===== src/rtl/cache_ctrl_pkg.sv =====
// Shared types and encodings for the L1 cache controller.
package cache_ctrl_pkg;

  typedef enum logic [1:0] {
    IDLE      = 2'd0,
    CHECK     = 2'd1,
    WRITEBACK = 2'd2,
    ALLOCATE  = 2'd3
  } state_t;

  localparam logic [1:0] PMEM_SEL_CPU  = 2'b00;
  localparam logic [1:0] PMEM_SEL_WAY1 = 2'b01;
  localparam logic [1:0] PMEM_SEL_WAY2 = 2'b10;

  localparam logic WAY1 = 1'b0;
  localparam logic WAY2 = 1'b1;

endpackage


===== src/rtl/cache_ctrl_perf.sv =====
// Hit / miss / writeback event counters for the cache controller.
// Only instantiated when CACHE_CTRL_PERF_EN is defined; counters wrap at 2^32.
module cache_ctrl_perf (
  input  logic        clk,
  input  logic        rst,
  input  logic        i_hit,
  input  logic        i_miss,
  input  logic        i_wb,
  output logic [31:0] o_hit_count,
  output logic [31:0] o_miss_count,
  output logic [31:0] o_wb_count
);

  logic [31:0] r_hit_count;
  logic [31:0] r_miss_count;
  logic [31:0] r_wb_count;

  // Count one event per cycle on each pulse input.
  always_ff @(posedge clk) begin
    if (rst) begin
      r_hit_count  <= '0;
      r_miss_count <= '0;
      r_wb_count   <= '0;
    end else begin
      if (i_hit)  r_hit_count  <= r_hit_count + 32'd1;
      if (i_miss) r_miss_count <= r_miss_count + 32'd1;
      if (i_wb)   r_wb_count   <= r_wb_count + 32'd1;
    end
  end

  assign o_hit_count  = r_hit_count;
  assign o_miss_count = r_miss_count;
  assign o_wb_count   = r_wb_count;

endmodule


===== src/rtl/cache_control.sv =====
// Sequencing FSM for the 2-way set-associative, write-back, write-allocate L1.
// Resolves hits, picks the LRU victim, writes back dirty lines, refills.
// Optional performance counters: define CACHE_CTRL_PERF_EN.
module cache_control
  import cache_ctrl_pkg::*;
#(
  parameter int unsigned s_mask = 32
) (
  input  logic              clk,
  input  logic              rst,
  input  logic              mem_read,
  input  logic              mem_write,
  input  logic [s_mask-1:0] mem_byte_enable256,
  output logic              mem_resp,
  output logic              pmem_read,
  output logic              pmem_write,
  input  logic              pmem_resp,
  input  logic              hit1,
  input  logic              hit2,
  input  logic              valid1,
  input  logic              valid2,
  input  logic              dirty1,
  input  logic              dirty2,
  input  logic              lru_out,
  output logic              data_r1,
  output logic              data_r2,
  output logic              read_tag1,
  output logic              read_tag2,
  output logic              read_valid1,
  output logic              read_valid2,
  output logic              read_dirty1,
  output logic              read_dirty2,
  output logic [s_mask-1:0] data_w1,
  output logic [s_mask-1:0] data_w2,
  output logic              load_tag1,
  output logic              load_tag2,
  output logic              load_valid1,
  output logic              load_valid2,
  output logic              load_dirty1,
  output logic              load_dirty2,
  output logic              load_lru,
  output logic              valid_in,
  output logic              dirty_in,
  output logic              lru_in,
  output logic              data_sel,
  output logic              path_sel,
  output logic [1:0]        pmem_sel,
  output logic              load_pmem_wdata,
  output logic [31:0]       hit_count,
  output logic [31:0]       miss_count,
  output logic [31:0]       wb_count
);

  state_t r_state;
  state_t w_next_state;
  logic   r_victim;

  logic w_req;
  logic w_hit1;
  logic w_hit2;
  logic w_hit;
  logic w_hit_way;
  logic w_victim_dirty;

  assign w_req          = mem_read | mem_write;
  assign w_hit1         = hit1 & valid1;
  assign w_hit2         = hit2 & valid2;
  assign w_hit          = w_hit1 | w_hit2;
  // Way 1 takes priority when both ways report a hit.
  assign w_hit_way      = w_hit1 ? WAY1 : WAY2;
  assign w_victim_dirty = (lru_out == WAY2) ? (valid2 & dirty2) : (valid1 & dirty1);

  // State register and victim latch captured on a CHECK miss.
  always_ff @(posedge clk) begin
    if (rst) begin
      r_state  <= IDLE;
      r_victim <= WAY1;
    end else begin
      r_state <= w_next_state;
      if (r_state == CHECK && w_req && !w_hit) begin
        r_victim <= lru_out;
      end
    end
  end

  // Next-state decode.
  always_comb begin
    w_next_state = r_state;
    case (r_state)
      IDLE: begin
        if (w_req) w_next_state = CHECK;
      end
      CHECK: begin
        if (!w_req || w_hit)  w_next_state = IDLE;
        else if (w_victim_dirty) w_next_state = WRITEBACK;
        else                  w_next_state = ALLOCATE;
      end
      WRITEBACK: begin
        if (pmem_resp) w_next_state = ALLOCATE;
      end
      ALLOCATE: begin
        if (pmem_resp) w_next_state = IDLE;
      end
      default: w_next_state = IDLE;
    endcase
  end

  // Datapath control decode.
  always_comb begin
    data_r1         = 1'b1;
    data_r2         = 1'b1;
    read_tag1       = 1'b1;
    read_tag2       = 1'b1;
    read_valid1     = 1'b1;
    read_valid2     = 1'b1;
    read_dirty1     = 1'b1;
    read_dirty2     = 1'b1;
    data_w1         = '0;
    data_w2         = '0;
    load_tag1       = 1'b0;
    load_tag2       = 1'b0;
    load_valid1     = 1'b0;
    load_valid2     = 1'b0;
    load_dirty1     = 1'b0;
    load_dirty2     = 1'b0;
    load_lru        = 1'b0;
    valid_in        = 1'b0;
    dirty_in        = 1'b0;
    lru_in          = 1'b0;
    data_sel        = 1'b0;
    path_sel        = 1'b0;
    pmem_sel        = PMEM_SEL_CPU;
    load_pmem_wdata = 1'b0;
    mem_resp        = 1'b0;
    pmem_read       = 1'b0;
    pmem_write      = 1'b0;

    case (r_state)
      CHECK: begin
        if (w_req && w_hit) begin
          path_sel = w_hit_way;
          mem_resp = 1'b1;
          load_lru = 1'b1;
          lru_in   = ~w_hit_way;
          if (mem_write) begin
            data_sel = 1'b1;
            dirty_in = 1'b1;
            if (w_hit_way == WAY1) begin
              data_w1     = mem_byte_enable256;
              load_dirty1 = 1'b1;
            end else begin
              data_w2     = mem_byte_enable256;
              load_dirty2 = 1'b1;
            end
          end
        end else if (w_req && w_victim_dirty) begin
          path_sel        = lru_out;
          load_pmem_wdata = 1'b1;
        end
      end
      WRITEBACK: begin
        pmem_write = 1'b1;
        pmem_sel   = (r_victim == WAY2) ? PMEM_SEL_WAY2 : PMEM_SEL_WAY1;
      end
      ALLOCATE: begin
        pmem_read = 1'b1;
        pmem_sel  = PMEM_SEL_CPU;
        if (pmem_resp) begin
          data_sel = 1'b0;
          valid_in = 1'b1;
          dirty_in = 1'b0;
          if (r_victim == WAY1) begin
            data_w1     = '1;
            load_tag1   = 1'b1;
            load_valid1 = 1'b1;
            load_dirty1 = 1'b1;
          end else begin
            data_w2     = '1;
            load_tag2   = 1'b1;
            load_valid2 = 1'b1;
            load_dirty2 = 1'b1;
          end
        end
      end
      default: ;
    endcase
  end

`ifdef CACHE_CTRL_PERF_EN
  logic w_hit_evt;
  logic w_miss_evt;
  logic w_wb_evt;

  assign w_hit_evt  = (r_state == CHECK) && w_req && w_hit;
  assign w_miss_evt = (r_state == CHECK) && w_req && !w_hit;
  assign w_wb_evt   = (r_state == WRITEBACK) && pmem_resp;

  cache_ctrl_perf u_perf (
    .clk          (clk),
    .rst          (rst),
    .i_hit        (w_hit_evt),
    .i_miss       (w_miss_evt),
    .i_wb         (w_wb_evt),
    .o_hit_count  (hit_count),
    .o_miss_count (miss_count),
    .o_wb_count   (wb_count)
  );
`else
  assign hit_count  = '0;
  assign miss_count = '0;
  assign wb_count   = '0;
`endif

endmodule

===== config.mk =====
export PLATFORM = sky130hd
export DESIGN_NAME = cache_control
export DESIGN_NICKNAME = d
export VERILOG_FILES = /design/src/rtl/cache_ctrl_pkg.sv /design/src/rtl/cache_ctrl_perf.sv /design/src/rtl/cache_control.sv
export SDC_FILE = /design/constraint.sdc
export NUM_CORES = 1
export LEC_CHECK = 0
export ABC_AREA = 1
export BUFFER_PORTS_ARGS = -buffer_cell sky130_fd_sc_hd__buf_2
export CAP_MARGIN = 5
export CORE_AREA = 2 2 90 92
export CTS_BUF_LIST = sky130_fd_sc_hd__clkbuf_8
export CTS_CLUSTER_SIZE = 25
export DETAILED_ROUTE_END_ITERATION = 8
export DIE_AREA = 0 0 92 94
export PLACE_DENSITY = 0.72
export SLEW_MARGIN = 10
export SYNTH_ARGS = -nofsm -noshare
export SYNTH_HDL_FRONTEND = slang
export SYNTH_SLANG_ARGS = --single-unit

===== constraint.sdc =====
create_clock -name clk -period 1.6 [get_ports clk]
set_input_delay 0.4 -clock clk [delete_from_list [all_inputs] [get_ports clk]]
set_output_delay 0.4 -clock clk [all_outputs]
set_load 0.05 [all_outputs]

==> flow_summary.toml, run 1 <==
[sta]
min_period_over_period_pct = 116.1
drv_slew = 0
rsz0062_at_grt = "true"
min_period_ps = 1858
tns_ps = -16210
fmax_ghz = 0.5383
layout_setup_ws_ps = -257.8
hold_viol = 0
finClkSkew_ps = 3.649
setup_viol_count_final = 78

[grt]
grt_pass1_wl_mm = 10.63
antenna_found_initial = 0
grtUsageTotal_pct = 15.10
grt_max_degree = 34
grt_pass1_vias = 2134
grt_overflow_total = 0

[route]
ant_nets = 0
drt-initial-drc-count = 65
wire_per_inst_um = 13.90
vias_per_cell = 4.207
drcViolationCount = 0
via_count = 2541
drt-pass1-iter-count = 4
wirelength_mm = 8.395

[synthesis]
syn_inst = 352
synth_seq_cells = 3
synth_edf_count = 0
post-synth-top-count-cell = "buf_4"
yosysTopAreaCell = "buf_4"
synth-async-reset-ratio_pct = 0
yosysWarnings = 0
ys_types = 19
synthFlopType = "dfxtp_1"
yosysTopAreaCellShare_pct = 42.42
ys_top_cells_by_count = "buf_4, nand2_1, inv_1"
synth_area_per_cell_um2 = 5.581
ys_top_cells_by_area = "buf_4, nand3_1, nand2_1"
syn_area_um2 = 1964
seq_area_frac_synth_pct = 3.057

[floorplanning]
dieArea_um2 = 8648
die_x_um = 92
core-area_um2 = 7607
initial_core_util_pct = 25.82
placementRows = 32
io_pins = 230
die_y_um = 94

[critical_path]
path_class = "reg2out"
path_max_fanout = 10
cp-start-kind = "flip-flop"
r2r_slack_ps = 510
cp.required_ps = 1200
arrival_ps = 1460
endpoint_kind = "primary output"

[clocking]
cts_tree = "built"
clkTransAtPathRegs_ps = 30
clock_latency_ps = 220
cts_buffers = 3
cts_hold_buf = 0
h-tree-depth = 1
clock-root-buffer = "clkbuf_8"
clockBufferDepth = 2
cts_num_sinks = 3

[cells_and_area]
drive_gt1_share_pct = 56.97
diodes = 0
fillers = 644
post-route-util_pct = 56.18
area_growth_pct = 117.6
final_area_um2 = 4274
finalNetCount = 547

[placement]
place_congestion = 0.8539
dp_slack_ps = -299.6
dpl.hpwl_mm = 5.167
placed_area_um2 = 2928
portBuffers = 125

[worst_hold_path]
min_path_type = "in2reg"

[run_status]
outcome = "finished, violations left"
violations = "negative setup slack"

[power_and_ir_drop]
power_density_nw_per_um2 = 443.7
ir_worst_vdd_uv = 396.3
leakage_nw = 2.231
power.total_w = 0.001896

[run]
cap_violations = 0
## stage by stage
step / std cells / hold slack (ps)
floorplan: 454 / 461.7
global placement: 586 / 497.3
detailed placement: 586 / 490.2
CTS: 596 / 342.0
global route: 604 / 351.2
finish: 604 / 343.0
## path summary, 6_finish.rpt
check,start,end,cells past startpoint
worst min register to register,flip-flop,flip-flop,2
worst min-delay path,rst,flip-flop,2
worst max-delay path,flip-flop,data_w1[7],7
worst max register to register,flip-flop,r_state[0],7
## cell families (layout without fill, tap and decap cells)
kind of cell | Yosys count | in the layout | synth area share, %
AND/OR/NAND/NOR | 133 | 133 | 30.89
other | 2 | 104 | 0.3823
buffers and inverters | 176 | 224 | 55.86
flip-flops | 3 | 3 | 3.057
AO/OA/AOI/OAI | 38 | 38 | 9.809
## layer usage
layer	track usage, %	part of all wire (%)	up-vias
li1	-	-	1199
met1	17.74	34	1177
met2	29.04	57	153
met3	1.846	7.1	12
met4	3.483	1.5	0
met5	0	0	-
## timing repair
action / 4_1_cts / 5_1_grt
setup endpoints to repair: 80 / 80
pin swaps: 5 / 27
gates cloned: 4 / 4
resized for setup: 192 / 95
setup buffers: 3 / 4
## power breakdown
part,internal (W),switching [W],total (W)
combinational,0.000407,0.00117,0.00158
clock,0.000164,0.0000571,0.000221
sequential,0.0000847,0.0000126,0.0000973
total,0.000656,0.00124,0.00190
## layout make-up
type | instances | area [µm²] | share of cell area, %
Sequential cell | 3 | 66.31 | 1.552
Timing Repair Buffer | 173 | 1918 | 44.88
Inverter | 47 | 191.4 | 4.479
Clock inverter | 1 | 3.754 | 0.08782
Multi-Input combinational cell | 275 | 1926 | 45.05
Tap cell | 102 | 127.6 | 2.986
Clock buffer | 3 | 41.29 | 0.9660
## critical path, cell delays in order, from the launching register on
cell and delay, ps:
dfxtp_2 330, inv_2 80, nand2_4 60, inv_4 70, nand3_4 160, buf_12 220
o21ai_4 140, buf_6 180
## layout by cell type (no fill, tap or decap), drive strengths merged
cell	n
a211oi	1
a21oi	4
buf	169
clkbuf	7
clkinvlp	2
conb	104
dfxtp	3
inv	46
nand2	50
nand3	39
nor2	11
nor3	33
o21ai	33
(Power assumes the default switching activity.)
==> run 2: changes to the inputs <==
--- a/config.mk
+++ b/config.mk
@@ -18,3 +18,4 @@
 export SYNTH_ARGS = -nofsm -noshare
 export SYNTH_HDL_FRONTEND = slang
 export SYNTH_SLANG_ARGS = --single-unit
+export TNS_END_PERCENT = 30
==> run 2 against run 1 <==
The flow still finishes with violations (negative setup slack). Setup slack worse by 40 ps. Global-route usage up 1.2 points. Sequential share of layout area is essentially flat. Total power decreased by 1.4%. Maximum frequency down 2.1%. Register-to-register slack is essentially flat. Core utilization shrank 3.3 points. Combinational power is essentially flat. Clock power shrank 8%. Clock skew decreased by 2.3 ps.
==> flow_summary.toml, run 2 (synthesis results as in run 1) <==
[floorplanning]
die_y_um = 94
core-area_um2 = 7607
initial_core_util_pct = 25.82
die_x_um = 92
io_pins = 230
placementRows = 32
dieArea_um2 = 8648

[grt]
grt_pass1_vias = 2311
use_met1_pct = 17.41
busiest_layer = "met2"
grt_pass1_wl_mm = 11.34
grt_overflow_total = 0
met2_usage_pct = 34.50
grt_use_met3_pct = 1.525
grt_max_degree = 31
grtUsageTotal_pct = 16.26
antenna_found_initial = 0

[clocking]
cts_num_sinks = 3
cts_hold_buf = 0
clock_latency_ps = 210
cts_tree = "built"
clock-root-buffer = "clkbuf_8"
clockBufferDepth = 2
h-tree-depth = 1
cts_buffers = 3
clkTransAtPathRegs_ps = 30

[sta]
finClkSkew_ps = 1.382
layout_setup_ws_ps = -297.6
rsz0062_at_grt = "true"
setup_viol_count_final = 78
hold_slack_ps = 359.5
hold_viol = 0
fmax_ghz = 0.5270
drv_slew = 0
min_period_ps = 1898
min_period_over_period_pct = 118.6

[route]
wirelength_mm = 8.382
drt-pass1-iter-count = 4
ant_nets = 0
drcViolationCount = 0
vias_per_cell = 4.161
via_count = 2559
wire_per_inst_um = 13.63
drt-initial-drc-count = 36

[worst_hold_path]
min_from = "rst"
min_path_cells = 2
min_path_type = "in2reg"

[cells_and_area]
finalNetCount = 558
final_common_cell = "conb_1"
mostFrequentLayoutCells = "conb_1, buf_6, buf_2, inv_1, buf_4"
diodes = 0
post-route-util_pct = 52.93
drive_gt1_share_pct = 58.67
final_cells = 615
area_growth_pct = 105.0

[critical_path]
path_class = "in2out"
endpoint_kind = "primary output"
arrival_ps = 1500
path_max_fanout = 9
r2r_end = "r_state[0]"
r2r_slack_ps = 510
reg2reg_depth = 7
cp-start-kind = "input pin"
cp.required_ps = 1200

[power_and_ir_drop]
leakage_nw = 2.202
power_density_nw_per_um2 = 464.6
ir_worst_vdd_uv = 318.2

[run]
cap_violations = 0

[placement]
dpl.hpwl_mm = 5.564
place_inst = 596
portBuffers = 125
place_congestion = 0.7950
dp_slack_ps = -365.7

[run_status]
violations = "negative setup slack"
outcome = "finished, violations left"
-- run 2: layout make-up --
| cell class | count | area (µm²) |
|---|---|---|
| inverters | 47 | 193.9 |
| fillers | 697 | 3581 |
| well taps | 102 | 127.6 |
| clock buffers | 3 | 41.29 |
| flip-flops and latches | 3 | 63.81 |
| clock inverters | 1 | 3.754 |
| repair buffers | 184 | 1852 |
| multi-input cells | 275 | 1744 |
-- run 2: layer usage --
| layer | vias to the layer above | part of all wire [%] |
|---|---|---|
| met5 | - | 0 |
| met4 | 0 | 1.2 |
| met1 | 1205 | 35 |
| met2 | 130 | 57 |
| met3 | 10 | 5.9 |
| li1 | 1214 | - |
-- run 2: what timing repair did --
item	in CTS	in global routing
pin swaps	4	9
setup buffers	12	1
setup endpoints to repair	79	79
resized for setup	197	73
gates cloned	3	2
-- run 2: how the worst max path moves through the flow --
stage,start,endpoint,slack (ps),cells past startpoint
after floorplan,pmem_resp,load_valid1,-300,6
after global placement,valid1,data_w2[31],-350,10
after detailed placement,valid1,data_w2[31],-370,10
after CTS,valid1,data_w2[7],-290,12
after global routing,hit1,data_w2[5],-360,9
final,hit1,data_w2[27],-300,9
-- run 2: metrics by stage --
stage	setup TNS [ps]	power, W	cell area (µm²)
3_3_place_gp	-20210	0.001355	2858
2_1_floorplan	-17900	0.001305	2639
4_1_cts	-15460	0.001780	3706
6_report	-14280	0.001871	4026
3_5_place_dp	-21520	0.001364	2858
5_1_grt	-19270	0.001952	4026
-- run 2: power breakdown --
| part | internal, W | switching (W) |
|---|---|---|
| Combinational | 0.000423 | 0.00115 |
| Sequential | 0.0000847 | 0.0000102 |
| Clock | 0.000162 | 0.0000404 |
-- run 2: worst max-delay path, cell delays in order --
cell,delay [ps]
buf_6,90
nand2_4,60
buf_4,120
inv_6,40
buf_4,170
nor3_1,240
nand3_2,110
nand2_2,90
buf_8,150
==> run 3: changes to the inputs <==
--- a/config.mk
+++ b/config.mk
@@ -13,7 +13,6 @@
 export CTS_CLUSTER_SIZE = 25
 export DETAILED_ROUTE_END_ITERATION = 8
 export DIE_AREA = 0 0 92 94
-export PLACE_DENSITY = 0.72
 export SLEW_MARGIN = 10
 export SYNTH_ARGS = -nofsm -noshare
 export SYNTH_HDL_FRONTEND = slang
==> run 3 against run 2 <==
The flow still finishes with violations (negative setup slack). Critical endpoint is now data_w2[15]. Die area unchanged. Setup slack better by 21 ps. Largest power group unchanged. Register-to-register slack about the same.
==> flow_summary.toml, run 3 (synthesis results as in run 1) <==
[power_and_ir_drop]
power.total_w = 0.001837
leakage_nw = 2.181
ir_worst_vdd_uv = 442.3
power_density_nw_per_um2 = 464.2

[critical_path]
reg2reg_depth = 7
crit_end = "data_w2[15]"
slowest_stage = "clkbuf_16"
startpoint = "valid1"
path_class = "in2out"
endpoint_kind = "primary output"
path_buf_inv = 6
cp-start-kind = "input pin"
path_max_fanout = 6
crit_cells = 11
r2r_slack_ps = 510
cp_cell_sequence = "buf_8, nand2_4, buf_6, nand2_4, inv_4, nor2_4, buf_12, clkbuf_16, nand3_2, nand2_2, buf_6"
crit_family = "buffers and inverters"
critPathMaxStageDelay_ps = 160
cp.required_ps = 1200
r2r_end = "r_state[0]"
arrival_ps = 1480

[floorplanning]
die_x_um = 92
core-area_um2 = 7607
io_pins = 230
die_y_um = 94
placementRows = 32
initial_core_util_pct = 25.82
dieArea_um2 = 8648

[sta]
finClkSkew_ps = 0.2690
layout_setup_ws_ps = -276.5
fmax_ghz = 0.5329
setup_viol_count_final = 79
rsz0062_at_grt = "true"
min_period_ps = 1877
hold_viol = 0
drv_slew = 0
min_period_over_period_pct = 117.3

[route]
drt-initial-drc-count = 46
vias_per_cell = 4.140
wirelength_mm = 7.835
drt-pass1-iter-count = 4
via_count = 2517
ant_nets = 0
wire_per_inst_um = 12.89
drcViolationCount = 0

[clocking]
cts_num_sinks = 3
clock_latency_ps = 210
clkTransAtPathRegs_ps = 30
clock-root-buffer = "clkbuf_8"
cts_buffers = 3
clockBufferDepth = 2
h-tree-depth = 1
cts_tree = "built"

[cells_and_area]
final_common_cell = "conb_1"
final_cells = 608
mostFrequentLayoutCells = "conb_1, buf_6, buf_2, inv_1, buf_4"
drive_gt1_share_pct = 56.52
diodes = 0
fillers = 733
finalNetCount = 551
area_growth_pct = 101.5

[worst_hold_path]
min_path_type = "in2reg"

[grt]
grt_pass1_vias = 2258
grt_max_degree = 35
grt_overflow_total = 0
met2_usage_pct = 34.19
grt_use_met3_pct = 1.445
busiest_layer = "met2"
use_met1_pct = 15.65
grtUsageTotal_pct = 15.54
antenna_found_initial = 0
grt_pass1_wl_mm = 10.75

[placement]
place_congestion = 0.7384
dpl.hpwl_mm = 5.113
place_inst = 592
portBuffers = 125
dp_slack_ps = -347.7

[run_status]
outcome = "finished, violations left"
violations = "negative setup slack"

[run]
cap_violations = 0
## run 3: where the power goes
part           internal, W  switching, W
clock network     0.000164     0.0000519
registers        0.0000842     0.0000103
logic             0.000394       0.00113
total             0.000642       0.00120
## run 3: repair_timing
item | CTS | global route
cloned | 4 | 2
setup endpoints to repair | 79 | 81
resized for setup | 200 | 62
hold endpoints to repair | 0 | 0
pin swaps | 0 | 7
buffers inserted | 4 | 3
hold buffers | 0 | 0
## run 3: worst min-delay path by stage
stage / end / cells after the start / startpoint / slack (ps)
global placement: flip-flop / 2 / rst / 570
CTS: flip-flop / 2 / rst / 340
finish: flip-flop / 2 / rst / 350
global route: flip-flop / 2 / rst / 370
floorplan: flip-flop / 1 / rst / 460
detailed placement: flip-flop / 2 / rst / 570
## run 3: through the flow
step / hold slack (ps) / util (%) / instance area (µm²) / setup TNS, ps
after floorplan: 461.7 / - / 2639 / -17900
after global placement: 573.3 / 37.01 / 2815 / -17090
after detailed placement: 572.5 / 37.01 / 2815 / -18800
after CTS: 344.2 / 47.99 / 3651 / -14540
after global routing: 367.4 / 52.02 / 3958 / -20350
final: 353.6 / 52.02 / 3958 / -15020
## run 3: final cells by class
class	count	area, µm²	share of cell area [%]
clock buffer	3	41.29	1.043
clock inverter	1	3.754	0.09485
inverter	47	193.9	4.900
multi-input combinational	275	1739	43.95
sequential	3	65.06	1.644
tap	102	127.6	3.225
timing repair buffer	177	1787	45.15
## run 3: metal layers
metal	part of all wire, %	up-vias
li1	-	1205
met1	34	1171
met2	59	133
met3	6.5	8
met4	0.92	0
met5	0	-
